### src/rtl/hex_display_scheduler.sv
// Binary-to-BCD display scheduler: serial double-dabble conversion feeding six
// seven-segment digit decoders, with leading-zero blanking and flicker-free hold.
module hex_display_scheduler #(
  parameter int WIDTH  = 16,
  parameter int DIGITS = 6
) (
  input  logic                  clk,
  input  logic                  reset,
  input  logic                  in_valid,
  output logic                  in_ready,
  input  logic [WIDTH-1:0]      in_value,
  input  logic                  blank_lz,
  output logic [4*DIGITS-1:0]   digits,
  output logic [DIGITS-1:0]     digit_blank,
  output logic                  busy,
  output logic                  done
);

  localparam int BCD_W = 4 * DIGITS;
  localparam int CNT_W = $clog2(WIDTH + 1);

  typedef enum logic [1:0] {IDLE, SHIFT, LOAD_OUT} state_t;

  state_t                   state, state_nxt;
  logic [WIDTH-1:0]         bin_sr;
  logic [BCD_W-1:0]         bcd;
  logic [CNT_W-1:0]         cnt;
  logic                     blank_en;
  logic [BCD_W+WIDTH-1:0]   shifted;

  // Add 3 to every nibble >= 5 so the following left shift carries decimally.
  function automatic logic [BCD_W-1:0] add3(input logic [BCD_W-1:0] v);
    logic [BCD_W-1:0] r;
    r = v;
    for (int k = 0; k < DIGITS; k++) begin
      if (v[4*k +: 4] >= 4'd5)
        r[4*k +: 4] = v[4*k +: 4] + 4'd3;
    end
    return r;
  endfunction

  // Digit k blanks when it and every digit above it are zero; digit 0 always shows.
  function automatic logic [DIGITS-1:0] blank_mask(input logic [BCD_W-1:0] v,
                                                   input logic en);
    logic [DIGITS-1:0] m;
    logic              zero_above;
    m          = '0;
    zero_above = 1'b1;
    for (int k = DIGITS - 1; k > 0; k--) begin
      zero_above = zero_above & (v[4*k +: 4] == 4'd0);
      m[k]       = en & zero_above;
    end
    return m;
  endfunction

  assign in_ready = (state == IDLE);
  assign busy     = (state != IDLE);
  assign shifted  = {add3(bcd), bin_sr} << 1;

  always_ff @(posedge clk or posedge reset) begin
    if (reset) state <= IDLE;
    else       state <= state_nxt;
  end

  always_comb begin
    state_nxt = state;
    case (state)
      IDLE:     if (in_valid) state_nxt = SHIFT;
      SHIFT:    if (cnt == CNT_W'(1)) state_nxt = LOAD_OUT;
      LOAD_OUT: state_nxt = IDLE;
      default:  state_nxt = IDLE;
    endcase
  end

  // Conversion engine and registered display outputs
  always_ff @(posedge clk or posedge reset) begin
    if (reset) begin
      bin_sr      <= '0;
      bcd         <= '0;
      cnt         <= '0;
      blank_en    <= 1'b0;
      digits      <= '0;
      digit_blank <= '0;
      done        <= 1'b0;
    end else begin
      done <= (state == LOAD_OUT);
      case (state)
        IDLE: begin
          if (in_valid) begin
            bin_sr   <= in_value;
            blank_en <= blank_lz;
            bcd      <= '0;
            cnt      <= CNT_W'(WIDTH);
          end
        end
        SHIFT: begin
          bcd    <= shifted[BCD_W+WIDTH-1:WIDTH];
          bin_sr <= shifted[WIDTH-1:0];
          cnt    <= cnt - CNT_W'(1);
        end
        LOAD_OUT: begin
          digits      <= bcd;
          digit_blank <= blank_mask(bcd, blank_en);
        end
        default: ;
      endcase
    end
  end

endmodule

### config.mk
export PLATFORM = sky130hd
export DESIGN_NAME = hex_display_scheduler
export DESIGN_NICKNAME = d
export VERILOG_FILES = /design/src/rtl/hex_display_scheduler.sv
export SDC_FILE = /design/constraint.sdc
export NUM_CORES = 1
export LEC_CHECK = 0
export CAP_MARGIN = 20
export CELL_PAD_IN_SITES_DETAIL_PLACEMENT = 1
export CELL_PAD_IN_SITES_GLOBAL_PLACEMENT = 2
export CORE_MARGIN = 2
export CORE_UTILIZATION = 38
export DETAILED_ROUTE_END_ITERATION = 8
export GPL_TIMING_DRIVEN = 0
export HOLD_SLACK_MARGIN = 0.12
export PLACE_DENSITY_LB_ADDON = 0.1
export SKIP_LAST_GASP = 1
export SLEW_MARGIN = 20
export SYNTH_ARGS = -nofsm -noshare
export SYNTH_HDL_FRONTEND = slang
export SYNTH_SLANG_ARGS = --single-unit
export TNS_END_PERCENT = 30
### constraint.sdc
create_clock -name clk -period 4.3 [get_ports clk]
set_input_delay 0.43 -clock clk [delete_from_list [all_inputs] [get_ports clk]]
set_output_delay 0.43 -clock clk [all_outputs]
set_load 0.02 [all_outputs]
==> impl_metrics.tcl <==
set metrics [dict create \
    status "complete, no violations" \
    die_h_um 101 \
    yosys.area.top_type "dfrtp_1" \
    row_count 35 \
    fin_cells 507 \
    synth_edf_count 0 \
    layout_setup_ws_ns 2.32 \
    reg2reg_slack_ns 2.36 \
    vdd_drop_max_v 0.000280 \
    insertion_delay_ns 0.35 \
    yosysMostFrequentCell "dfrtp_1" \
    fin_setup_tns_ns 0 \
    rsz0062_at_grt "false" \
    syn_area_per_cell_um2 10.9 \
    overflow 0 \
    synthTopCellsByCount "dfrtp_1, nand2_1, o21ai_0, ha_1, inv_1" \
    clk_pin_slew_worst_paths_ns 0.08 \
    fp.dieW_um 101 \
    grt_pass1_vias 2795 \
    core_area_um2 9200 \
    critical_path.endpoint "in_ready" \
    cts_sinks 78 \
    synth_cell_types 35 \
    viasPerCell 5.29 \
    num-fill-cells 1015 \
    timing.rr.end "digit_blank[1]" \
    diodes 0 \
    async_flop_share_pct 100 \
    die_area_um2 10200 \
    drv_cap 0 \
    p_per_area_nw_per_um2 760 \
    required_ns 3.87 \
    total_power_mw 3.45 \
    hp-class "in -> async" \
    place_ws_ns 2.27 \
    cts-resized-gates 0 \
    cp.depth 2 \
    synth_area_um2 3580 \
    cts_tree "yes" \
    critPathKind "reg -> out" \
    grt_pass1_wl_um 14600 \
    cts_buffer_depth 2 \
    drt_pass1_iterations 4 \
    ant_nets 0 \
    synthToLayoutAreaGrowth_pct 26.7 \
    synth_nets 367 \
    post-dp-hpwl_um 5920 \
    gr-usage-all-layers_pct 18.6 \
    finalMaxSlewViolations 0 \
    yosys_warnings 0 \
    ctsHtreeMaxLevel 3 \
    path_cells "nor2_1, clkdlybuf4s50_1" \
    drt-total-wl_um 8730 \
    skew_ns 0.00606 \
    path_buf_inv 1 \
    worstMarginPinSlew_ns 0.576 \
    timing.rr.start "bcd[20]" \
    drive_above_1_share_pct 11.6 \
    start_kind "flop" \
    drtIter0Drc 91 \
    fin_util_pct 49.3 \
    fin_nets 430 \
    cp-startpoint "state[0]" \
    cp_max_fo 6 \
    ys_ff_latch 78 \
    p_leak_nw 2.09 \
    critical-path-max-stage-delay_ns 0.62 \
    grt_start_max_net_pins 42 \
    cts_setup_buffers 0 \
    fmax_ghz 0.506 \
    end_kind "output pin" \
    cts_made_buffers 9 \
    final.min_clock_period_ns 1.98 \
    hold_viol_final 0 \
    ys_top_cells_by_area "dfrtp_1, ha_1, nand2_1" \
    synth_flop_cell "dfrtp_1" \
    avgRoutedWirePerCell_um 17.2 \
    via_count 2682 \
    maxSlewHeadroom_pct 61.6 \
    gp_congestion 0.826 \
    portBuffers 51 \
    fin_crit_sh_pct 46.0 \
    synth-seq-area-share_pct 54.5 \
    finalSetupViolations 0 \
    yosys.area.top_type_share_pct 54.5 \
    syn-instance-count 328 \
    crit_slowest_cell "clkdlybuf4s50_1" \
    cp_top_family "buffers and inverters" \
    antenna_found_initial 0 \
    arrival_ns 1.55 \
    initial_utilization_pct 39.0 \
    cts_hold_buffers 0 \
    drc 0 \
    cts-root-buf "clkbuf_8" \
    io_pins 53 \
    reg2regPathDepth 6 \
    dp.cells 491 \
]
==> cell usage in the layout, fill, tap and decap left out, types with 2 or more instances in the layout <==
| master | Yosys | routed |
|---|---|---|
| mux2_2 | 13 | 13 |
| clkbuf_8 | 0 | 9 |
| buf_4 | 2 | 2 |
| xnor2_1 | 6 | 6 |
| a32o_1 | 6 | 6 |
| o22ai_1 | 10 | 10 |
| nor3b_1 | 6 | 6 |
| a22o_1 | 7 | 7 |
| o31ai_1 | 7 | 7 |
| ha_1 | 19 | 19 |
| bufinv_16 | 0 | 5 |
| inv_1 | 17 | 16 |
| o21ai_0 | 26 | 26 |
| nor3_1 | 2 | 2 |
| dfrtp_1 | 78 | 78 |
| clkbuf_1 | 3 | 3 |
| clkdlybuf4s50_1 | 0 | 51 |
| nor2_1 | 4 | 4 |
| nand2b_1 | 8 | 8 |
| nand2_1 | 53 | 53 |
| a22oi_1 | 15 | 15 |
| buf_1 | 2 | 2 |
| nand3_1 | 4 | 4 |
| a21oi_1 | 10 | 10 |
| buf_2 | 11 | 11 |
| mux2i_1 | 7 | 7 |
| clkinv_2 | 0 | 2 |
==> logic make-up after synthesis <==
| logic type | share of synthesized area [%] |
|---|---|
| compound gates | 15.0 |
| other cells | 0.105 |
| buf+inv | 4.26 |
| mux | 6.04 |
| flops | 54.5 |
| simple gates | 11.7 |
| fa+ha+maj | 6.64 |
| xor+xnor | 1.71 |
==> power by group <==
| part | internal, mW | switching, mW | total (mW) |
|---|---|---|---|
| registers | 1.02 | 0.211 | 1.23 |
| clock network | 0.501 | 0.273 | 0.774 |
| logic | 0.648 | 0.801 | 1.45 |
==> sequential cells by signal, summed over array words and instances (netlist names) <==
name	count
bcd	24
digits	24
bin_sr	16
cnt	5
digit_blank	5
state	2
blank_en	1
done	1
==> worst register-to-register path, stage by stage, from the launching register on <==
cell and delay (ns):
dfrtp_1 0.39, inv_1 0.17, ha_1 0.19, nand4bb_1 0.17, nor4b_2 0.49, nand4_1 0.24
o21ai_0 0.21
==> stage by stage <==
| stage | instance area (µm²) | hold WS, ns |
|---|---|---|
| 2_1_floorplan | 3580 | 0.446 |
| 6_report | 4540 | 0.476 |
| 5_1_grt | 4540 | 0.511 |
| 3_3_place_gp | 4230 | 0.457 |
| 3_5_place_dp | 4250 | 0.463 |
| 4_1_cts | 4540 | 0.483 |
==> per-layer routing <==
layer | wire (µm) | up-vias | track usage [%] | part of all wire (%)
li1 | - | 1272 | - | -
met1 | 4290 | 1351 | 26.4 | 49
met2 | 4050 | 49 | 29.0 | 46
met3 | 283 | 10 | 3.05 | 3.2
met4 | 107 | 0 | 6.24 | 1.2
met5 | 0 | - | 0 | 0
==> final cells by class <==
type                            instances  area, µm²  area share [%]
Timing Repair Buffer                   52        531            11.7
Buffer                                 18       88.8            1.96
Clock inverter                          7        160            3.53
Multi-Input combinational cell        215       1480            32.6
Tap cell                              111        139            3.06
Inverter                               17       66.3            1.46
Clock buffer                            9        124            2.73
Sequential cell                        78       1950            43.0
==> worst min-delay path by stage <==
stage                           from          to  depth (start not counted)  slack (ns)
after global routing       bin_sr[9]   bin_sr[9]                          2        0.51
after CTS                 bin_sr[15]  bin_sr[15]                          2        0.48
final                          reset      cnt[3]                          2        0.48
after detailed placement   bin_sr[7]   bin_sr[7]                          2        0.46
after floorplan             blank_en    blank_en                          2        0.45
after global placement    bin_sr[10]  bin_sr[10]                          2        0.46
(Power assumes the default switching activity.)
